$ cat src/rtl/fifo_arb_pkg.sv
// Shared types and width helpers for the FIFO round-robin write arbiter.
// Latency: n/a (types and constant functions only).
// Backpressure: n/a.
package fifo_arb_pkg;

    typedef enum logic {
        IDLE = 1'b0,
        HOLD = 1'b1
    } arb_state_t;

    // Index width, never below one bit so a two-producer arbiter still has an id.
    function automatic int idw(input int n);
        return (n <= 2) ? 1 : $clog2(n);
    endfunction

    // Burst counter must be able to hold BURST_LEN itself.
    function automatic int burst_cnt_w(input int burst_len);
        return (burst_len <= 1) ? 1 : $clog2(burst_len + 1);
    endfunction

endpackage

$ cat src/rtl/fifo_rr_wr_arbiter_rr_pick.sv
// Round-robin picker: first set mask bit scanning start, start+1, ... modulo NUM_REQ.
// Latency: purely combinational.
// Backpressure: none; found=0 when mask is empty.
module rr_pick
    import fifo_arb_pkg::*;
#(
    parameter int NUM_REQ = 4,
    localparam int IDW = idw(NUM_REQ)
) (
    input  logic [NUM_REQ-1:0] mask,
    input  logic [IDW-1:0]     start,
    output logic               found,
    output logic [IDW-1:0]     idx
);

    logic [IDW-1:0] cand;

    always_comb begin
        found = 1'b0;
        idx   = '0;
        cand  = '0;
        for (int i = 0; i < NUM_REQ; i++) begin
            cand = IDW'((int'(start) + i) % NUM_REQ);
            if (!found && mask[cand]) begin
                found = 1'b1;
                idx   = cand;
            end
        end
    end

endmodule

$ cat src/rtl/fifo_rr_wr_arbiter.sv
// Shares one FIFO write port among NUM_REQ producers with round-robin bursts of up to BURST_LEN.
// Latency: zero cycles; the granted word is written in the cycle it is granted.
// Backpressure: fifo_full drops every ready and freezes all arbitration state.
module fifo_rr_wr_arbiter
    import fifo_arb_pkg::*;
#(
    parameter int NUM_REQ    = 4,
    parameter int DATA_WIDTH = 8,
    parameter int BURST_LEN  = 4,
    localparam int IDW = idw(NUM_REQ)
) (
    input  logic                          clk,
    input  logic                          rst,
    input  logic [NUM_REQ-1:0]            req_valid,
    input  logic [NUM_REQ*DATA_WIDTH-1:0] req_data,
    output logic [NUM_REQ-1:0]            req_ready,
    input  logic                          fifo_full,
    output logic                          fifo_w_en,
    output logic [DATA_WIDTH-1:0]         fifo_data_in,
    output logic [IDW-1:0]                gnt_id
);

    localparam int             CW   = burst_cnt_w(BURST_LEN);
    localparam logic [CW-1:0]  BL   = CW'(BURST_LEN);
    localparam logic [IDW-1:0] LAST = IDW'(NUM_REQ - 1);

    arb_state_t     state_q, state_d;
    logic [IDW-1:0] owner_q, owner_d;
    logic [IDW-1:0] last_q, last_d;
    logic [CW-1:0]  cnt_q, cnt_d;
    logic [IDW-1:0] base, start;
    logic           pick_found;
    logic [IDW-1:0] pick_idx;
    logic           grant;
    logic [IDW-1:0] gid;
    logic           grant_ok;

    // In HOLD the scan starts after the owner so the owner itself is considered last.
    assign base  = (state_q == IDLE) ? last_q : owner_q;
    assign start = (base == LAST) ? '0 : base + 1'b1;

    rr_pick #(.NUM_REQ(NUM_REQ)) u_pick (
        .mask  (req_valid),
        .start (start),
        .found (pick_found),
        .idx   (pick_idx)
    );

    always_comb begin
        state_d = state_q;
        owner_d = owner_q;
        last_d  = last_q;
        cnt_d   = cnt_q;
        grant   = 1'b0;
        gid     = '0;
        if (!fifo_full) begin
            case (state_q)
                IDLE: begin
                    if (pick_found) begin
                        grant   = 1'b1;
                        gid     = pick_idx;
                        owner_d = pick_idx;
                        last_d  = pick_idx;
                        cnt_d   = CW'(1);
                        state_d = (BURST_LEN == 1) ? IDLE : HOLD;
                    end
                end
                HOLD: begin
                    if (req_valid[owner_q] && (cnt_q < BL)) begin
                        grant = 1'b1;
                        gid   = owner_q;
                        cnt_d = cnt_q + 1'b1;
                    end else if (pick_found) begin
                        grant   = 1'b1;
                        gid     = pick_idx;
                        owner_d = pick_idx;
                        last_d  = pick_idx;
                        cnt_d   = CW'(1);
                    end else begin
                        state_d = IDLE;
                    end
                end
                default: state_d = IDLE;
            endcase
        end
    end

    always_ff @(posedge clk or negedge rst) begin
        if (!rst) begin
            state_q <= IDLE;
            owner_q <= '0;
            last_q  <= LAST;
            cnt_q   <= '0;
        end else begin
            state_q <= state_d;
            owner_q <= owner_d;
            last_q  <= last_d;
            cnt_q   <= cnt_d;
        end
    end

    // Outputs are masked by reset directly so they drop without waiting for a clock.
    assign grant_ok  = rst & grant;
    assign fifo_w_en = grant_ok;
    assign gnt_id    = grant_ok ? gid : '0;

    always_comb begin
        req_ready    = '0;
        fifo_data_in = '0;
        for (int i = 0; i < NUM_REQ; i++) begin
            if (grant_ok && (gid == IDW'(i))) begin
                req_ready[i] = 1'b1;
                fifo_data_in = req_data[i*DATA_WIDTH +: DATA_WIDTH];
            end
        end
    end

endmodule

$ cat config.mk
export PLATFORM = sky130hd
export DESIGN_NAME = fifo_rr_wr_arbiter
export DESIGN_NICKNAME = d
export VERILOG_FILES = /design/src/rtl/fifo_arb_pkg.sv /design/src/rtl/fifo_rr_wr_arbiter_rr_pick.sv /design/src/rtl/fifo_rr_wr_arbiter.sv
export SDC_FILE = /design/constraint.sdc
export NUM_CORES = 1
export LEC_CHECK = 0
export BUFFER_PORTS_ARGS = -buffer_cell sky130_fd_sc_hd__clkbuf_2
export CAP_MARGIN = 10
export CORE_UTILIZATION = 35
export DETAILED_ROUTE_END_ITERATION = 8
export HOLD_SLACK_MARGIN = 0.08
export PLACE_DENSITY = 0.69
export SYNTH_ARGS = -nofsm -noshare
export SYNTH_HDL_FRONTEND = slang
export SYNTH_SLANG_ARGS = --single-unit
$ cat constraint.sdc
create_clock -name clk -period 2.4 [get_ports clk]
set_clock_uncertainty 0.2 [all_clocks]
set_input_delay 0.12 -clock clk [delete_from_list [all_inputs] [get_ports clk]]
set_output_delay 0.12 -clock clk [all_outputs]
set_load 0.02 [all_outputs]
Word-level counts from Yosys, hierarchy flattened

Index checks and enable logic that the tools add are counted.

Input port bits: 39
Output and inout bits: 15
Register bits: 8

Mux-type cells: 46
Add/subtract/negate cells: 5
Bitwise logic cells: 3
Reduce and logical (&&, ||, !) cells: 13
Order comparisons: 6
Equality and inequality tests: 5

Operators with widths:

| kind                  | number |
|---|---|
| $mux W8               | 4 |
| $mux W2               | 14 |
| $mux W1               | 16 |
| $lt A2 B3 Y1 const B  | 5 |
| $pmux W2 S2           | 3 |
| $bmux W1 S2           | 5 |
| $logic_and A1 B1 Y1   | 8 |
| $eq A2 B2 Y1 const B  | 3 |
| $mux W3               | 2 |
| $pmux W3 S2           | 1 |
| $add A2 B1 Y2 const B | 2 |
| $add A2 B2 Y2 const B | 2 |
| $add A3 B1 Y3 const B | 1 |
| $logic_not A1 Y1      | 3 |
| $lt A3 B3 Y1 const B  | 1 |
| $eq A2 B1 Y1 const B  | 1 |
| $logic_not A2 Y1      | 1 |
| $ne A2 B2 Y1 const B  | 1 |
| $not A1 Y1            | 2 |
| $pmux W1 S2           | 1 |
| $reduce_and A2 Y1     | 1 |
| $and A1 B1 Y1         | 1 |

Longest topological paths before layout

Gate-level depths: netlist of the first run.

Depth after elaboration: 25
Gate-level depth with buffers: 9
Mapped depth without buffers: 6

Hierarchy

Synthesis of the first run repeated with hierarchy kept, for this count alone.

Cells, all modules: 105
Area, all modules: 907.1 um2

By module, submodules not included:

| module             | seq. area each (um2) | cells each | area each (um2) | times used |
|---|---|---|---|---|
| fifo_rr_wr_arbiter | 202.7                | 90         | 829.5           | 1 |
| rr_pick            | 0.0                  | 15         | 77.6            | 1 |

Worst setup path after synthesis of the first run

Ideal clock, no wire load.

Path type: reg-to-output
Start point: reg last_q[0]
End point: out fifo_data_in[6]
Buffers on the path: 2
Required time: 2,080 ps
Slack: 176 ps
Arrival: 1,904 ps
Cell stages (with the launch flop): 9
Path through: dfstp_2 mux2i_1 a211o_1 and2_4 a31oi_4 buf_6 buf_8 o221ai_1 o311a_1

Word-level cells in the longest chain between the ends: 25

Ends and longest elaborated chain:

| element                                                                | RTL line                  | source |
|---|---|---|
| start, declared                                                        | fifo_rr_wr_arbiter.sv:29  | `logic [IDW-1:0] last_q, last_d;` |
| start signal, assigned                                                 | fifo_rr_wr_arbiter.sv:97  | `last_q <= last_d;` |
| $mux W2 (*)                                                            | fifo_rr_wr_arbiter.sv:39  | `assign base = (state_q == IDLE) ? last_q : owner_q;` |
| $add A2 B1 Y2 or $eq A2 B2 Y1 (tied branches)                          | fifo_rr_wr_arbiter.sv:40  | `assign start = (base == LAST) ? '0 : base + 1'b1;` |
| $mux W2 (*)                                                            | fifo_rr_wr_arbiter.sv:40  |  |
| parallel branches: the longest is 21 deep, another holds $add A2 B1 Y2 | -                         |  |
| $mux W8 (*)                                                            | fifo_rr_wr_arbiter.sv:111 | `if (grant_ok && (gid == IDW'(i))) begin` |
| end, declared                                                          | fifo_rr_wr_arbiter.sv:19  | `output logic [DATA_WIDTH-1:0] fifo_data_in,` |

Every way passes the cells marked *. The select of a mux whose other input is x is not followed.

Worst setup path after layout of the first run

Start point: reg last_q[1]
End point: out fifo_data_in[0]

Same word-level chain as after synthesis.

==> results of run 1 <==
==> path summary, 6_finish.rpt <==
path                                         from                     end  depth (start not counted)
setup / recovery            last_q[1]$_DFFE_PN1P_         fifo_data_in[0]                          8
max in group asynchronous                     rst   last_q[1]$_DFFE_PN1P_                          3
min in group clk                     req_valid[3]     state_q$_DFFE_PN0N_                          3
hold / removal                                rst    cnt_q[1]$_DFFE_PN0N_                          3
setup reg to reg           owner_q[0]$_DFFE_PN0P_  owner_q[0]$_DFFE_PN0P_                          6
hold reg to reg              cnt_q[0]$_DFFE_PN0N_    cnt_q[0]$_DFFE_PN0N_                          1
==> placed cells by master, fill, tap and decap left out, types with 3 or more instances in the layout <==
master	synthesis	layout
o311a_1	8	8
clkbuf_2	0	44
dfrtp_1	6	4
nor2b_1	5	5
mux2i_1	7	5
clkbuf_4	0	3
or3_1	8	7
nand2_1	13	13
buf_4	1	16
dlygate4sd3_1	0	3
o221ai_1	8	8
buf_6	2	7
nor2_1	8	8
inv_1	11	11
==> sequential cells by signal (all words and copies together), names as in the netlist <==
signal,flops
cnt_q,3
last_q,2
owner_q,2
state_q,1
==> where the power goes <==
| group | internal (mW) | total, mW | switching [mW] |
|---|---|---|---|
| Clock | 0.0635 | 0.108 | 0.0445 |
| Sequential | 0.206 | 0.285 | 0.0791 |
| Combinational | 0.584 | 1.14 | 0.551 |
==> critical path: stages (launching register included) <==
cell and delay [ns]:
dfstp_2 0.57, mux2i_1 0.20, a32oi_1 0.07, and4b_2 0.29, a2bb2oi_4 0.17, buf_6 0.14
or3_1 0.36, o311a_1 0.13, buf_6 0.14
==> cell usage after synthesis (3+ instances only) <==
cell type / number / area share
buf_2: 3 / 0.015
dfrtp_1: 6 / 0.15
inv_1: 11 / 0.041
mux2i_1: 7 / 0.069
nand2_1: 13 / 0.048
nor2_1: 8 / 0.030
nor2b_1: 5 / 0.031
o221ai_1: 8 / 0.069
o311a_1: 8 / 0.079
or3_1: 8 / 0.049
==> kinds of logic (layout without fill, tap and decap cells) <==
kind of cell / after synthesis / after routing / synth area share
AND/OR/NAND/NOR: 50 / 50 / 0.283
buffers and inverters: 18 / 90 / 0.100
AO/OA/AOI/OAI: 33 / 33 / 0.302
flip-flops: 8 / 8 / 0.200
multiplexers: 10 / 10 / 0.102
adder cells (fa/ha/maj): 1 / 1 / 0.0123
==> layer usage <==
| layer | GRT usage | vias up |
|---|---|---|
| met1 | 0.206 | 601 |
| met5 | 0 | - |
| met3 | 0.0302 | 6 |
| met4 | 0.0767 | 0 |
| met2 | 0.380 | 67 |
| li1 | - | 603 |
==> per-stage QoR <==
stage	instance area [sq um]	power, mW
after floorplan	1010	0.907
after global placement	1370	1.16
after detailed placement	1370	1.19
after CTS	1510	1.45
after global routing	1570	1.63
final	1570	1.53
==> cell type report <==
type / count / area, sq um
timing repair buffer: 75 / 507
sequential: 8 / 205
multi-input combinational: 94 / 751
clock buffer: 4 / 26.3
inverter: 11 / 41.3
tap: 31 / 38.8
fill: 262 / 1190
==> timing repair <==
item,in CTS,in global routing
endpoints found under the hold margin,10,0
pin swaps,2,5
endpoints found under the setup margin,10,13
hold buffers,3,0
gates cloned,1,0
resized for setup,13,21
setup buffers,4,1
==> results.tsv, run 1 <==
metric	value	unit
status	complete, but fails checks	
failing checks	negative setup slack	
RSZ-0062 raised after global routing	true	
Routed Antenna Nets	0	
Placed Cells	210	
final setup TNS	-1.98	ns
min Tclk post-route	2.64	ns
CTS H-tree depth	1	
largest net degree at the start of global routing	28	
fin nets	233	
Mean Syn Cell Area	8.45	sq um
synth warn	0	
gp weighted congestion	0.863	
# IOs	54	
final hold violation count	0	
Final setup violation count	11	
FF-to-FF setup slack	0.55	ns
Die Y	55.8	um
setup ws final	-0.238	ns
first-pass GRT wire length	4970	um
Startpoint Class	flip-flop	
worst skew pair latency	0.25	ns
clock slew at reported path FFs	0.06	ns
Max VDD drop	0.616	mV
Slew HR	0.762	
Cell Rows	19	
Root Driver	clkbuf_4	
Cells after Synth	120	
metal3 WL	237	um
Pwr per Cell Area	974	nW/um^2
dpl ws	-0.0576	ns
WL/cell	13.8	um
Top Layer Used	met4	
Post-synth EDFFs	0	
Post-Syn Area	1010	sq um
non-filler cells, final	223	
Metal-1 WL	1220	um
flops & latches, synth	8	
share of cells above drive strength 1	0.510	
Area Overhead vs Synth	54.8	%
Inserted Diodes	0	
total CTS buffers	3	
ys async rst share	1.00	
worst hold slack	0.110	ns
Max FO, Critical Path	7	
final wirelength	3070	um
drt drc	0	
CP endpoint kind	output port	
top_reg_cell synth	dfrtp_1	
post-synthesis cell type count	44	
DR vias/cell	5.73	
I/O Buffers	53	
met2 WL post-DR	1570	um
post-DP HPWL	2330	um
total gr overflow	0	
Via Count	1277	
Pins Over Slew Limit	0	
Setup CP Type	reg -> out	
fin util	0.569	
post-synthesis sequential area ratio	0.200	
Total Die Area	3110	sq um
vias in the first global route	1207	
GRT Total Usage	0.195	
initial core utilization	0.368	
final period utilization	1.10	
Worst EP required	2.08	ns
antenna violations before repair	0	
Worst EP arrival	2.32	ns
total of max-cap violations	0	
Mapped Nets	160	
measured slew at the worst slew-check pin	0.358	ns
Clock Sink Count	8	
Pre-antenna DRT Iters	4	
CTS tree	yes	
Leak Pwr	0.760	nW
chip width	55.8	um
Worst Hold Class	in -> async	
Max Fclk	0.379	GHz
Core Area	2760	sq um
CTS Buffer Depth	2	
First DRT Iteration DRCs	94	
Note: power is estimated with default switching activity, not from simulation.
==> run 2: changes to the inputs <==
- clock period: 2.4 -> 2.7 ns (I/O delays scaled with it)
==> results.tsv, run 2 (synthesis results as in run 1) <==
metric	value	unit
status	complete, no violations	
non-filler cells, final	225	
Comb pwr share	0.749	
initial core utilization	0.368	
Worst EP required	2.37	ns
worst stage delay on the critical path	0.46	ns
min Tclk post-route	2.65	ns
antenna violations before repair	0	
Inserted Diodes	0	
GRT Total Usage	0.197	
Pre-antenna DRT Iters	4	
FF-to-FF setup slack	0.83	ns
Worst EP arrival	2.31	ns
Worst Hold Class	in -> async	
sw frac	0.467	
Placed Cells	201	
critical path's slowest cell	dfrtp_2	
Buffers & Inverters on Critical Path	2	
Leak Pwr	0.768	nW
gp weighted congestion	0.816	
Pins Over Slew Limit	0	
CTS H-tree depth	1	
RSZ-0062 raised after global routing	true	
Startpoint Class	flip-flop	
Final setup violation count	0	
post-DP HPWL	2220	um
# IOs	54	
Root Driver	clkbuf_4	
vias in the first global route	1132	
Max FO, Critical Path	8	
drt drc	0	
Crit path max-delay family	simple AND/OR/NAND/NOR gates	
final hold violation count	0	
fin util	0.587	
CP endpoint kind	output port	
Core Area	2760	sq um
Area Overhead vs Synth	59.6	%
clock share of power	0.067	
WL/cell	15.2	um
total gr overflow	0	
sequential share of power	0.184	
fillers	231	
internal cell power	756	uW
critical-path cell list	mux2_1, nand3_4, nand3_4, a2bb2oi_4, buf_6, or3_1, o311a_1, buf_6	
first-pass GRT wire length	4940	um
total of max-cap violations	0	
Max Fclk	0.378	GHz
clock slew at reported path FFs	0.06	ns
final period utilization	0.980	
commonest cells after routing, fill and taps aside	clkbuf_2, buf_4, nand2_1	
CTS tree	yes	
final wirelength	3420	um
Pwr per Cell Area	876	nW/um^2
most common cell after layout, fill and taps aside	clkbuf_2	
Setup CP Type	reg -> out	
largest net degree at the start of global routing	16	
chip width	55.8	um
Via Count	1279	
I/O Buffers	53	
Max VDD drop	0.641	mV
Clock Sink Count	8	
worst skew pair latency	0.25	ns
Largest regs	cnt_q: 3 flops, last_q: 2 flops, owner_q: 2 flops	
DR vias/cell	5.68	
CTS Buffer Depth	2	
Most flops, register	cnt_q	
Total Die Area	3110	sq um
share of cells above drive strength 1	0.536	
measured slew at the worst slew-check pin	0.459	ns
Slew HR	0.692	
worst hold slack	0.123	ns
Die Y	55.8	um
total chip power	1.42	mW
Routed Antenna Nets	0	
fin nets	235	
Cell Rows	19	
setup ws final	0.0533	ns
total CTS buffers	3	
max FFs per register	3	
First DRT Iteration DRCs	94	
dpl ws	0.0938	ns
NetSw	661	uW
run 2: cell type report:
class                           count  area, sq um  share of cell area
Clock buffer                        4         26.3              0.0162
Inverter                           11         41.3              0.0255
Multi-Input combinational cell     96          828               0.512
Sequential cell                     8          206               0.128
Tap cell                           31         38.8              0.0240
Timing Repair Buffer               75          477               0.295
run 2: worst paths after layout:
path / from / endpoint / cells after the start
min reg2reg: cnt_q[0]$_DFFE_PN0N_ / cnt_q[0]$_DFFE_PN0N_ / 1
min: rst / cnt_q[0]$_DFFE_PN0N_ / 2
max reg2reg: last_q[1]$_DFFE_PN1P_ / last_q[0]$_DFFE_PN1P_ / 7
max: owner_q[0]$_DFFE_PN0P_ / fifo_data_in[6] / 8
min in group clk: req_valid[1] / state_q$_DFFE_PN0N_ / 3
max in group asynchronous: rst / last_q[0]$_DFFE_PN1P_ / 2
run 2: timing repair:
item	4_1_cts	5_1_grt
setup buffers	4	11
cloned	1	2
hold buffers	2	0
hold endpoints to repair	10	0
gates resized for setup	11	24
endpoints found under the setup margin	9	8
pin swaps	3	6
run 2: through the flow:
| step | cell area [sq um] | setup TNS [ns] |
|---|---|---|
| after floorplan | 1010 | 0 |
| after global placement | 1290 | 0 |
| after detailed placement | 1290 | 0 |
| after CTS | 1420 | 0 |
| after global routing | 1620 | -0.311 |
| final | 1620 | 0 |
run 2: worst register-to-register path, delay by kind of cell (launching register included):
kind | cells | cell delay (ns)
AOI/OAI and AO/OA | 1 | 0.12
muxes | 1 | 0.20
DFF | 1 | 0.58
and+or+nand+nor | 3 | 0.42
buffers and inverters | 2 | 0.29
run 2: layer usage:
metal / part of all wire / GRT usage / vias up
met5: 0 / 0 / -
li1: - / - / 611
met3: 0.070 / 0.0349 / 4
met4: 0.011 / 0.0767 / 0
met1: 0.41 / 0.222 / 610
met2: 0.51 / 0.365 / 54
run 2: power by group through the flow:
stage	clock, mW	sequential (mW)	combinational, mW
floorplan	0	0.211	0.595
global placement	0	0.253	0.714
detailed placement	0	0.259	0.727
CTS	0.102	0.254	0.844
global route	0.109	0.270	1.13
finish	0.0954	0.261	1.06
